--- config.mk ---
export PLATFORM = sky130hd
export DESIGN_NAME = readout_scheduler_flat
export DESIGN_NICKNAME = d
export VERILOG_FILES = /design/src/rtl/readout_pkg.sv /design/src/rtl/readout_scheduler_if.sv /design/src/rtl/readout_scheduler_next_enabled_ch.sv /design/src/rtl/readout_scheduler.sv /design/src/flat_wrapper.sv
export SDC_FILE = /design/constraint.sdc
export NUM_CORES = 1
export LEC_CHECK = 0
export BUFFER_PORTS_ARGS = -buffer_cell sky130_fd_sc_hd__buf_2
export CORE_MARGIN = 1.5
export CORE_UTILIZATION = 40
export CTS_CLUSTER_SIZE = 24
export DETAILED_ROUTE_END_ITERATION = 16
export SLEW_MARGIN = 10
export SYNTH_ARGS = -nofsm -noshare
export SYNTH_HDL_FRONTEND = slang
export SYNTH_SLANG_ARGS = --single-unit
--- constraint.sdc ---
create_clock -name spi_clk -period 5.2 [get_ports spi_clk]
set_input_delay 1.04 -clock spi_clk [delete_from_list [all_inputs] [get_ports spi_clk]]
set_output_delay 1.04 -clock spi_clk [all_outputs]
set_load 0.05 [all_outputs]
--- src/rtl/readout_pkg.sv ---
// Shared types and constants for the channel readout scheduler.
// Address decode maps a register address onto its channel/register pair.
package readout_pkg;

  localparam int N_CH      = 8;
  localparam int N_REG     = 7;
  localparam int BASE_ADDR = 11;
  localparam int MAX_ADDR  = BASE_ADDR + N_CH * N_REG - 1;

  typedef enum logic [1:0] {
    S_IDLE,
    S_SCAN,
    S_DRAIN,
    S_FIN
  } scan_state_t;

  typedef struct packed {
    logic       ok;
    logic [2:0] ch;
    logic [2:0] rg;
  } dec_t;

  // Threshold compare chain; the last threshold passed gives the channel.
  function automatic dec_t addr_decode(input logic [6:0] addr);
    dec_t       d;
    logic [6:0] lo;
    d    = '0;
    d.ok = (addr >= 7'(BASE_ADDR)) && (addr <= 7'(MAX_ADDR));
    lo   = 7'(BASE_ADDR);
    for (int i = 0; i < N_CH; i++) begin
      if (addr >= lo) begin
        d.ch = 3'(i);
        d.rg = 3'(addr - lo);
      end
      lo = lo + 7'(N_REG);
    end
    if (!d.ok) d = '0;
    return d;
  endfunction

endpackage

--- src/rtl/readout_scheduler_if.sv ---
// Item handshake between the scheduler and the readout serializer.
// The scheduler drives the item; the serializer answers with ready.
interface readout_scheduler_if;

  logic       item_valid;
  logic       item_ready;
  logic [6:0] item_addr;
  logic [2:0] item_ch;
  logic [2:0] item_reg;
  logic       item_src;

  modport master (
    output item_valid,
    output item_addr,
    output item_ch,
    output item_reg,
    output item_src,
    input  item_ready
  );

  modport slave (
    input  item_valid,
    input  item_addr,
    input  item_ch,
    input  item_reg,
    input  item_src,
    output item_ready
  );

endinterface

--- src/rtl/readout_scheduler_next_enabled_ch.sv ---
// Finds the next enabled channel strictly above the current one.
// last is set when no enabled channel remains above cur.
module next_enabled_ch #(
  parameter int N = 8
) (
  input  logic [N-1:0] mask,
  input  logic [2:0]   cur,
  output logic [2:0]   nxt,
  output logic         last
);

  always_comb begin
    nxt  = cur;
    last = 1'b1;
    for (int i = N - 1; i >= 0; i--) begin
      if (mask[i] && (3'(i) > cur)) begin
        nxt  = 3'(i);
        last = 1'b0;
      end
    end
  end

endmodule

--- src/rtl/readout_scheduler.sv ---
// Walks the enabled channel registers and issues one read item at a time,
// letting single host reads jump ahead of the automatic scan.
module readout_scheduler #(
  parameter int N_CH      = 8,
  parameter int N_REG     = 7,
  parameter int BASE_ADDR = 11
) (
  input  logic                spi_clk,
  input  logic                rst,
  input  logic                start,
  input  logic                abort,
  input  logic [N_CH-1:0]     ch_mask,
  input  logic                host_req,
  input  logic [6:0]          host_addr,
  output logic                host_gnt,
  output logic                host_err,
  readout_scheduler_if.master bus,
  output logic                busy,
  output logic                done
);

  import readout_pkg::*;

  scan_state_t     state;
  scan_state_t     state_n;
  logic [2:0]      ch_ptr;
  logic [2:0]      reg_ptr;
  logic [N_CH-1:0] mask_q;
  logic [N_CH-1:0] mask_eff;
  logic [2:0]      first_ch;
  logic [2:0]      scan_ch;
  logic [2:0]      scan_reg;
  logic [2:0]      adv_ch;
  logic            adv_last;
  logic            slot_free;
  logic            starting;
  logic            scan_on;
  logic            host_ok;
  logic            load_scan;
  logic            wrap;
  logic            last_item;
  logic [6:0]      scan_addr;
  dec_t            hdec;

  assign hdec      = addr_decode(host_addr);
  assign slot_free = !bus.item_valid || bus.item_ready;
  assign host_gnt  = host_req && slot_free && !abort && !rst;
  assign host_ok   = host_gnt && hdec.ok;

  assign starting  = (state == S_IDLE) && start && (|ch_mask);
  assign scan_on   = starting || (state == S_SCAN);
  assign mask_eff  = starting ? ch_mask : mask_q;

  always_comb begin
    first_ch = '0;
    for (int i = N_CH - 1; i >= 0; i--) begin
      if (ch_mask[i]) first_ch = 3'(i);
    end
  end

  // The start edge itself loads the first item, so it reads the raw mask.
  assign scan_ch  = starting ? first_ch : ch_ptr;
  assign scan_reg = starting ? 3'd0 : reg_ptr;

  next_enabled_ch #(
    .N(N_CH)
  ) u_next (
    .mask(mask_eff),
    .cur (scan_ch),
    .nxt (adv_ch),
    .last(adv_last)
  );

  assign load_scan = slot_free && scan_on && !host_req && !abort;
  assign wrap      = (scan_reg == 3'(N_REG - 1));
  assign last_item = load_scan && wrap && adv_last;
  assign scan_addr = 7'(BASE_ADDR) + 7'(scan_ch) * 7'(N_REG) + 7'(scan_reg);

  assign busy = (state != S_IDLE);
  assign done = (state == S_FIN);

  always_ff @(posedge spi_clk) begin
    if (rst) state <= S_IDLE;
    else     state <= state_n;
  end

  always_comb begin
    state_n = state;
    unique case (state)
      S_IDLE:  if (start) state_n = (|ch_mask) ? S_SCAN : S_FIN;
      S_SCAN:  if (last_item) state_n = S_DRAIN;
      S_DRAIN: if (!bus.item_valid) state_n = S_FIN;
      S_FIN:   state_n = S_IDLE;
    endcase
    if (abort) state_n = S_IDLE;
  end

  always_ff @(posedge spi_clk) begin
    if (rst) begin
      ch_ptr  <= '0;
      reg_ptr <= '0;
      mask_q  <= '0;
    end else if (!abort) begin
      if (starting) begin
        mask_q  <= ch_mask;
        ch_ptr  <= first_ch;
        reg_ptr <= '0;
      end
      if (load_scan) begin
        ch_ptr  <= wrap ? adv_ch : scan_ch;
        reg_ptr <= wrap ? 3'd0 : scan_reg + 3'd1;
      end
    end
  end

  always_ff @(posedge spi_clk) begin
    if (rst || abort) begin
      bus.item_valid <= 1'b0;
      bus.item_addr  <= '0;
      bus.item_ch    <= '0;
      bus.item_reg   <= '0;
      bus.item_src   <= 1'b0;
      host_err       <= 1'b0;
    end else begin
      host_err <= host_gnt && !hdec.ok;
      if (slot_free) begin
        bus.item_valid <= host_ok || load_scan;
        if (host_ok) begin
          bus.item_addr <= host_addr;
          bus.item_ch   <= hdec.ch;
          bus.item_reg  <= hdec.rg;
          bus.item_src  <= 1'b1;
        end else if (load_scan) begin
          bus.item_addr <= scan_addr;
          bus.item_ch   <= scan_ch;
          bus.item_reg  <= scan_reg;
          bus.item_src  <= 1'b0;
        end
      end
    end
  end

endmodule

--- src/flat_wrapper.sv ---
// flat-port wrapper written by rule: the top's interface ports become plain ports
module readout_scheduler_flat import readout_pkg::*;
#(
  parameter int N_CH      = 8,
  parameter int N_REG     = 7,
  parameter int BASE_ADDR = 11
)
  (spi_clk, rst, start, abort, ch_mask, host_req, host_addr, host_gnt, host_err, busy, done, bus_item_valid, bus_item_addr, bus_item_ch, bus_item_reg, bus_item_src, bus_item_ready);
  readout_scheduler_if bus_i ();
  input  logic spi_clk;
  input  logic rst;
  input  logic start;
  input  logic abort;
  input  logic [N_CH-1:0] ch_mask;
  input  logic host_req;
  input  logic [6:0] host_addr;
  output logic host_gnt;
  output logic host_err;
  output logic busy;
  output logic done;
  output wire logic [$bits(bus_i.item_valid)-1:0] bus_item_valid;
  output wire logic [$bits(bus_i.item_addr)-1:0] bus_item_addr;
  output wire logic [$bits(bus_i.item_ch)-1:0] bus_item_ch;
  output wire logic [$bits(bus_i.item_reg)-1:0] bus_item_reg;
  output wire logic [$bits(bus_i.item_src)-1:0] bus_item_src;
  input wire logic [$bits(bus_i.item_ready)-1:0] bus_item_ready;
  assign bus_item_valid = bus_i.item_valid;
  assign bus_item_addr = bus_i.item_addr;
  assign bus_item_ch = bus_i.item_ch;
  assign bus_item_reg = bus_i.item_reg;
  assign bus_item_src = bus_i.item_src;
  assign bus_i.item_ready = bus_item_ready;
  readout_scheduler #(.N_CH(N_CH), .N_REG(N_REG), .BASE_ADDR(BASE_ADDR)) u_core (.spi_clk(spi_clk), .rst(rst), .start(start), .abort(abort), .ch_mask(ch_mask), .host_req(host_req), .host_addr(host_addr), .host_gnt(host_gnt), .host_err(host_err), .bus(bus_i), .busy(busy), .done(done));
endmodule
==> key figures, run 1 <==
Floorplan
  • Number of top-level pins: 40
  • Row count: 30
  • Area of the die: ~7800 µm²
  • Die X: 88.5 µm
  • CORE AREA: between 6000 and 7000 µm²
  • Die Height: about 88 µm
  • Initial Util: 0.421

CTS
  • Clock network latency to the later pin of the worst-skew pair: about 0.29 ns
  • Clock sink total: 32
  • Setup Buffers After CTS: 0
  • Num CTS Buffers: 5
  • Hold-fix buffers, CTS: 0
  • CTS tree: built
  • CTS Root Cell: clkbuf_8
  • CTS clk-pin slew, worst paths: around 0.070 ns
  • Clock buffer depth: 2
  • Htree depth: 2
  • Post-CTS sizing: 0

Timing
  • Unrepaired setup endpoints after global routing: no
  • Hold Vio Cnt, Final: 0
  • WHS: about 0.46 ns
  • Max Slew Vio Count: 0
  • Setup_tns: 0 ns
  • Crit path time final: approximately 4.5 ns
  • Clock Skews: 0.00591 ns
  • Slew HR: 0.254
  • Setup slack after layout: between 0.7 and 0.8 ns
  • Final setup viols: 0
  • Final Cycle Share: 0.864
  • Fmax: ~220 MHz
  • Actual slew at the worst max-slew pin: between 1 and 1.5 ns

Synthesis
  • Async set or reset register ratio after synthesis: 0
  • Net count after synthesis: 440
  • Synth cell types: roughly 70
  • Synth Flop Type: dfxtp_1
  • Sequential element share of the synthesized area: 0.219
  • Syn avg cell area: around 7.5 µm²
  • Top-count cell post-synth: nand2_1
  • Synth top area share: 0.219
  • Top cells by count, synth: 48 x nand2_1, 42 x nor2_1, 36 x a21oi_1
  • #FFs+latches synth: 32
  • Post-synth top area cell: dfxtp_1
  • Number of synthesized flops with an enable pin: 0
  • Synth Cell Area: 2920 µm²
  • Synth top area cells: dfxtp_1 22%, ha_1 12%, a21oi_1 6.2%
  • Post-Synthesis Cells: 388
  • Yosys warnings: 0

Global route
  • Overall Global Routing Usage: 0.221
  • First-pass GRT wire length: approximately 13 mm
  • Gr ovfl total: 0
  • Met2 Usage GRT: 0.375
  • M3 GR Usage: 0.0317
  • Global-route met1 utilization: 0.293
  • Initial antenna violation count: 0
  • Vias in the first global route: roughly 2800
  • Most Crowded Layer GR: met2
  • Largest net degree at the start of global routing: 24

Critical path
  • WS Path Type: in2reg
  • WP data arrival: roughly 4.7 ns
  • Buf/Inv on CP: 1
  • Crit start category: input pin
  • CP max stage delay: 0.78 ns
  • FF-to-FF setup slack: approximately 0.92 ns
  • Cell family with most CP delay: compound AO/OA/AOI/OAI gates
  • Worst path slowest cell: o21ai_0
  • Crit-path max FO: 7
  • Nature of the critical path endpoint: flop
  • Worst-path cell chain: buf_2 -> nor4_4 -> nor2_1 -> o21ai_0 -> ha_1 -> ha_1 -> ha_1 -> nand2_1 -> nor2_1 -> a221oi_1 -> o21bai_1 -> a21oi_1 -> xor2_1 -> a2111oi_0
  • Crit-path most repeated cell: ha_1
  • Worst Path Required: about 5.4 ns

Placement
  • DP HPWL: a little under 6 mm
  • Pre-CTS setup slack: ~0.37 ns
  • Number of port buffers: 39
  • Routability congestion estimate: 0.893
  • DP Cell Count: between 500 and 600

Min path
  • Min-Delay Path Class: reg2reg

Power
  • Pwr/cell area: between 200 and 250 nW/µm²
  • Leakage: between 1 and 1.5 nW
  • Peak VDD IR: 0.0935 mV

Cells and area
  • Largest regs: u_core.mask_q: 8 flops, u_core.bus.item_addr: 7 flops
  • Ant diodes: 0
  • Synth-to-layout area growth: 12.8%
  • Max FFs per register: 8
  • Final net count: between 400 and 500
  • Non-Filler Instances: 514
  • Share of cells above drive strength 1: 0.158
  • Most flops, register: u_core.mask_q

Routing
  • Vias per cell: approximately 5.7
  • First drt pass iteration count: 4
  • Avg WL per Cell: ~16 µm
  • # DRC: 0
  • 1st-iter DRT viols: 172
  • Drt total wl: around 8 mm
  • Detail Route Antenna Nets: 0
  • Vias: 2930

Run status
  • Run status: finished clean

Job
  • Max-cap violation count: 0
[layer usage]
metal  share of wire  vias up
li1                -     1447
met4          0.0089        0
met3           0.044        6
met1            0.47     1400
met5               0        -
met2            0.47       77
[cell type report]
type                            instances  area, µm²
Clock inverter                          1       30.0
Sequential cell                        32        641
Clock buffer                            7       96.3
Timing Repair Buffer                   42        218
Multi-Input combinational cell        313       2100
Inverter                               23       86.3
Fill cell                             725       3650
Tap cell                               96        120
[kinds of logic after synthesis]
| logic type | after synthesis | synth area share |
|---|---|---|
| simple gates | 143 | 0.242 |
| compound gates | 124 | 0.287 |
| buf+inv | 43 | 0.0604 |
| flops | 32 | 0.219 |
| fa+ha+maj | 31 | 0.140 |
| mux | 10 | 0.0355 |
| xor+xnor | 5 | 0.0150 |
[worst reg2reg max path, cell delays in order, from the launching register on]
cell and delay, ns:
dfxtp_1 0.34, inv_1 0.11, ha_1 0.27, nand2_1 0.22, a21oi_2 0.57, o211a_2 0.38
or2_1 0.41, ha_1 0.32, inv_1 0.10, ha_1 0.23, nand2_1 0.06, nor2_1 0.04
a221oi_1 0.37, o21bai_1 0.10, a21oi_1 0.18, xor2_1 0.08, a2111oi_0 0.38
[per-stage QoR]
stage               area, µm²  power (mW)  utilization
floorplan                2920       0.446            -
global placement         3170       0.506        0.456
detailed placement       3170       0.506        0.456
CTS                      3300       0.780        0.475
global route             3300       0.823        0.475
finish                   3300       0.774        0.475
[path summary, 6_finish.rpt]
kind | from | to | depth (start not counted)
worst max-delay path | ch_mask[5] | u_core.bus.item_addr[5] | 14
worst min-delay path | u_core.bus.item_src | u_core.bus.item_src | 2
worst max register to register | u_core.state[0] | u_core.bus.item_addr[5] | 16
worst min register to register | u_core.bus.item_src | u_core.bus.item_src | 2
[cells in the final DEF, fill, tap and decap left out, types with 4 or more instances in the layout]
| master | instances |
|---|---|
| o21ai_0 | 25 |
| nor3_1 | 6 |
| mux2i_1 | 7 |
| a21oi_1 | 36 |
| xnor2_1 | 4 |
| dfxtp_1 | 32 |
| a311oi_1 | 5 |
| ha_1 | 28 |
| nor2b_1 | 7 |
| inv_1 | 23 |
| clkbuf_8 | 7 |
| nand2_1 | 48 |
| a211oi_1 | 9 |
| nand2b_1 | 9 |
| o31ai_1 | 4 |
| nand3_1 | 11 |
| nor2_1 | 42 |
| buf_2 | 39 |
[where the power goes]
group / internal, mW / switching [mW] / total (mW)
registers: 0.255 / 0.00769 / 0.262
logic: 0.0845 / 0.157 / 0.241
clock network: 0.169 / 0.102 / 0.271
total: 0.508 / 0.266 / 0.774
Power figures use the tool's default switching activity.
==> run 2, diff against run 1 <==
--- a/config.mk
+++ b/config.mk
@@ -6,6 +6,7 @@
 export NUM_CORES = 1
 export LEC_CHECK = 0
 export BUFFER_PORTS_ARGS = -buffer_cell sky130_fd_sc_hd__buf_2
+export CORE_ASPECT_RATIO = 1.75
 export CORE_MARGIN = 1.5
 export CORE_UTILIZATION = 40
 export CTS_CLUSTER_SIZE = 24
==> run 2 against run 1 <==
  * Sequential power barely moved
  * Core utilization is 0.63 points lower
  * Register-to-register slack got worse by 0.14 ns
  * Combinational power is 2% higher
  * Cell area increased by 1.3%
  * Non-clock buffer count did not move
  * Critical endpoint unchanged
==> key figures, run 2 (synthesized netlist as in run 1, its figures left out) <==
CTS
  • Post-CTS sizing: 0
  • Htree depth: 2
  • Clock sink total: 32
  • Clock buffer depth: 2
  • Setup Buffers After CTS: 0
  • Hold-fix buffers, CTS: 0
  • CTS clk-pin slew, worst paths: roughly 0.060 ns
  • Clock network latency to the later pin of the worst-skew pair: 0.28 ns
  • Num CTS Buffers: 5
  • CTS Root Cell: clkbuf_16
  • CTS tree: built

Global route
  • Largest net degree at the start of global routing: 24
  • Gr ovfl total: 0
  • Vias in the first global route: 2934
  • First-pass GRT wire length: approximately 14 mm
  • Overall Global Routing Usage: 0.233
  • Initial antenna violation count: 0

Timing
  • Unrepaired setup endpoints after global routing: no
  • Final Cycle Share: 0.867
  • Actual slew at the worst max-slew pin: roughly 1.0 ns
  • WHS: between 0.4 and 0.5 ns
  • Clock Skews: 0.00407 ns
  • Setup_tns: 0 ns
  • Final setup viols: 0
  • Fmax: 222 MHz
  • Crit path time final: 4.51 ns
  • Max Slew Vio Count: 0
  • Hold Vio Cnt, Final: 0
  • Slew HR: 0.320

Critical path
  • Worst path slowest cell: a2111oi_1
  • Buf/Inv on CP: 2
  • Worst-path cell chain: buf_2 -> nand2_1 -> a21o_2 -> a2111oi_1 -> a21oi_1 -> buf_4 -> ha_1 -> ha_1 -> ha_1 -> nand2_1 -> nor2_1 -> a221oi_1 -> o21bai_1 -> a21oi_1 -> xor2_1 -> a2111oi_0
  • Nature of the critical path endpoint: flop
  • Crit-path most repeated cell: ha_1
  • Crit. Startpoint: start
  • WS Path Type: in2reg
  • Worst Path Required: 5.36 ns
  • CP max stage delay: between 0.5 and 0.6 ns
  • Crit start category: input pin
  • RR Startpoint: u_core.state[0]
  • Crit-path max FO: 9
  • Cell family with most CP delay: compound AO/OA/AOI/OAI gates
  • WP data arrival: between 4 and 5 ns

Cells and area
  • Register area: 641 µm²
  • Most common cell after layout, fill and taps aside: nand2_1
  • Fill cells: 730
  • Final Cell Area: 3340 µm²
  • Synth-to-layout area growth: 14.3%
  • Largest regs: u_core.mask_q: 8 flops, u_core.bus.item_addr: 7 flops
  • Max FFs per register: 8
  • Ant diodes: 0
  • Multi-input gate area in the final layout: 2100 µm²
  • Most frequent cells in the layout: 48 x nand2_1, 42 x nor2_1, 39 x buf_2
  • Share of cells above drive strength 1: 0.158
  • Final net count: ~470
  • Most flops, register: u_core.mask_q

Run status
  • Run status: finished clean

Floorplan
  • Die Height: between 100 and 150 µm
  • Die X: 67.6 µm
  • Area of the die: around 8000 µm²
  • Row count: 41
  • Initial Util: 0.410
  • Number of top-level pins: 40
  • CORE AREA: slightly above 7000 µm²

Power
  • Sequential fraction of design power: 0.300
  • Switching pwr: ~0.28 mW
  • Switching Share: 0.325
  • Peak VDD IR: 0.121 mV
  • Leakage: roughly 1.4 nW
  • Pwr/cell area: approximately 260 nW/µm²
  • Comb pwr share: 0.280
  • Clock share of power: 0.420
  • Internal power: about 0.6 mW

Routing
  • Drt total wl: 8.72 mm
  • # DRC: 0
  • Detail Route Antenna Nets: 0
  • Avg WL per Cell: around 17 µm
  • Vias per cell: 5.83
  • 1st-iter DRT viols: 147
  • First drt pass iteration count: 4
  • Vias: just under 3000

Placement
  • DP HPWL: between 6 and 7 mm
  • Post-DP Area: 3160 µm²
  • Number of port buffers: 39
  • Routability congestion estimate: 0.913

Min path
  • Min-Delay Path Class: reg2reg
  • Hold Path Origin: u_core.bus.item_ch[0]

Job
  • Max-cap violation count: 0
## run 2: cell types whose count changed in the layout (fill, tap and decap cells not counted)
cell | previous run | this run
clkbuf_16 | 0 | 5
clkbuf_8 | 7 | 2
## run 2: final cells by class
type | count | share of cell area
clock buffer | 7 | 0.0457
clock inverter | 1 | 0.00899
inverter | 23 | 0.0259
multi-input combinational | 313 | 0.630
sequential | 32 | 0.192
tap | 86 | 0.0322
timing repair buffer | 42 | 0.0652
## run 2: worst reg2reg max path, stage by stage, from the launching register on
cell	delay (ns)
dfxtp_1	0.35
inv_1	0.12
ha_1	0.29
nand2_1	0.25
a21o_2	0.27
a2111oi_1	0.59
a21oi_1	0.08
buf_4	0.21
ha_1	0.30
ha_1	0.27
ha_1	0.33
nand2_1	0.08
nor2_1	0.04
a221oi_1	0.41
o21bai_1	0.10
a21oi_1	0.18
xor2_1	0.08
a2111oi_0	0.36
## run 2: power by group through the flow
stage	combinational, mW	sequential (mW)	clock (mW)
final	0.245	0.263	0.368
after global routing	0.271	0.264	0.385
after CTS	0.244	0.263	0.371
after detailed placement	0.242	0.268	0
after global placement	0.241	0.268	0
after floorplan	0.167	0.280	0
## run 2: path summary, 6_finish.rpt
kind	endpoint	slack [ns]	cells past startpoint
max reg2reg	u_core.bus.item_addr[5]	0.78	17
max	u_core.bus.item_addr[5]	0.69	16
min reg2reg	u_core.bus.item_ch[0]	0.46	2
min	u_core.bus.item_ch[0]	0.46	2
## run 2: per-layer routing
metal  wire (µm)  track usage  up-vias
met1        3220        0.234     1373
li1            -            -     1451
met4         438        0.146        0
met5           0            0        -
met2        4760        0.433       80
met3         307       0.0311       36
## run 2: stage by stage
stage | instances | setup WS (ns) | total power [mW] | util
5_1_grt | 504 | 0.405 | 0.920 | 0.468
2_1_floorplan | 388 | 0.835 | 0.446 | -
3_5_place_dp | 496 | 0.442 | 0.510 | 0.443
3_3_place_gp | 496 | 0.527 | 0.509 | 0.443
4_1_cts | 504 | 0.719 | 0.878 | 0.468
6_report | 504 | 0.690 | 0.877 | 0.468
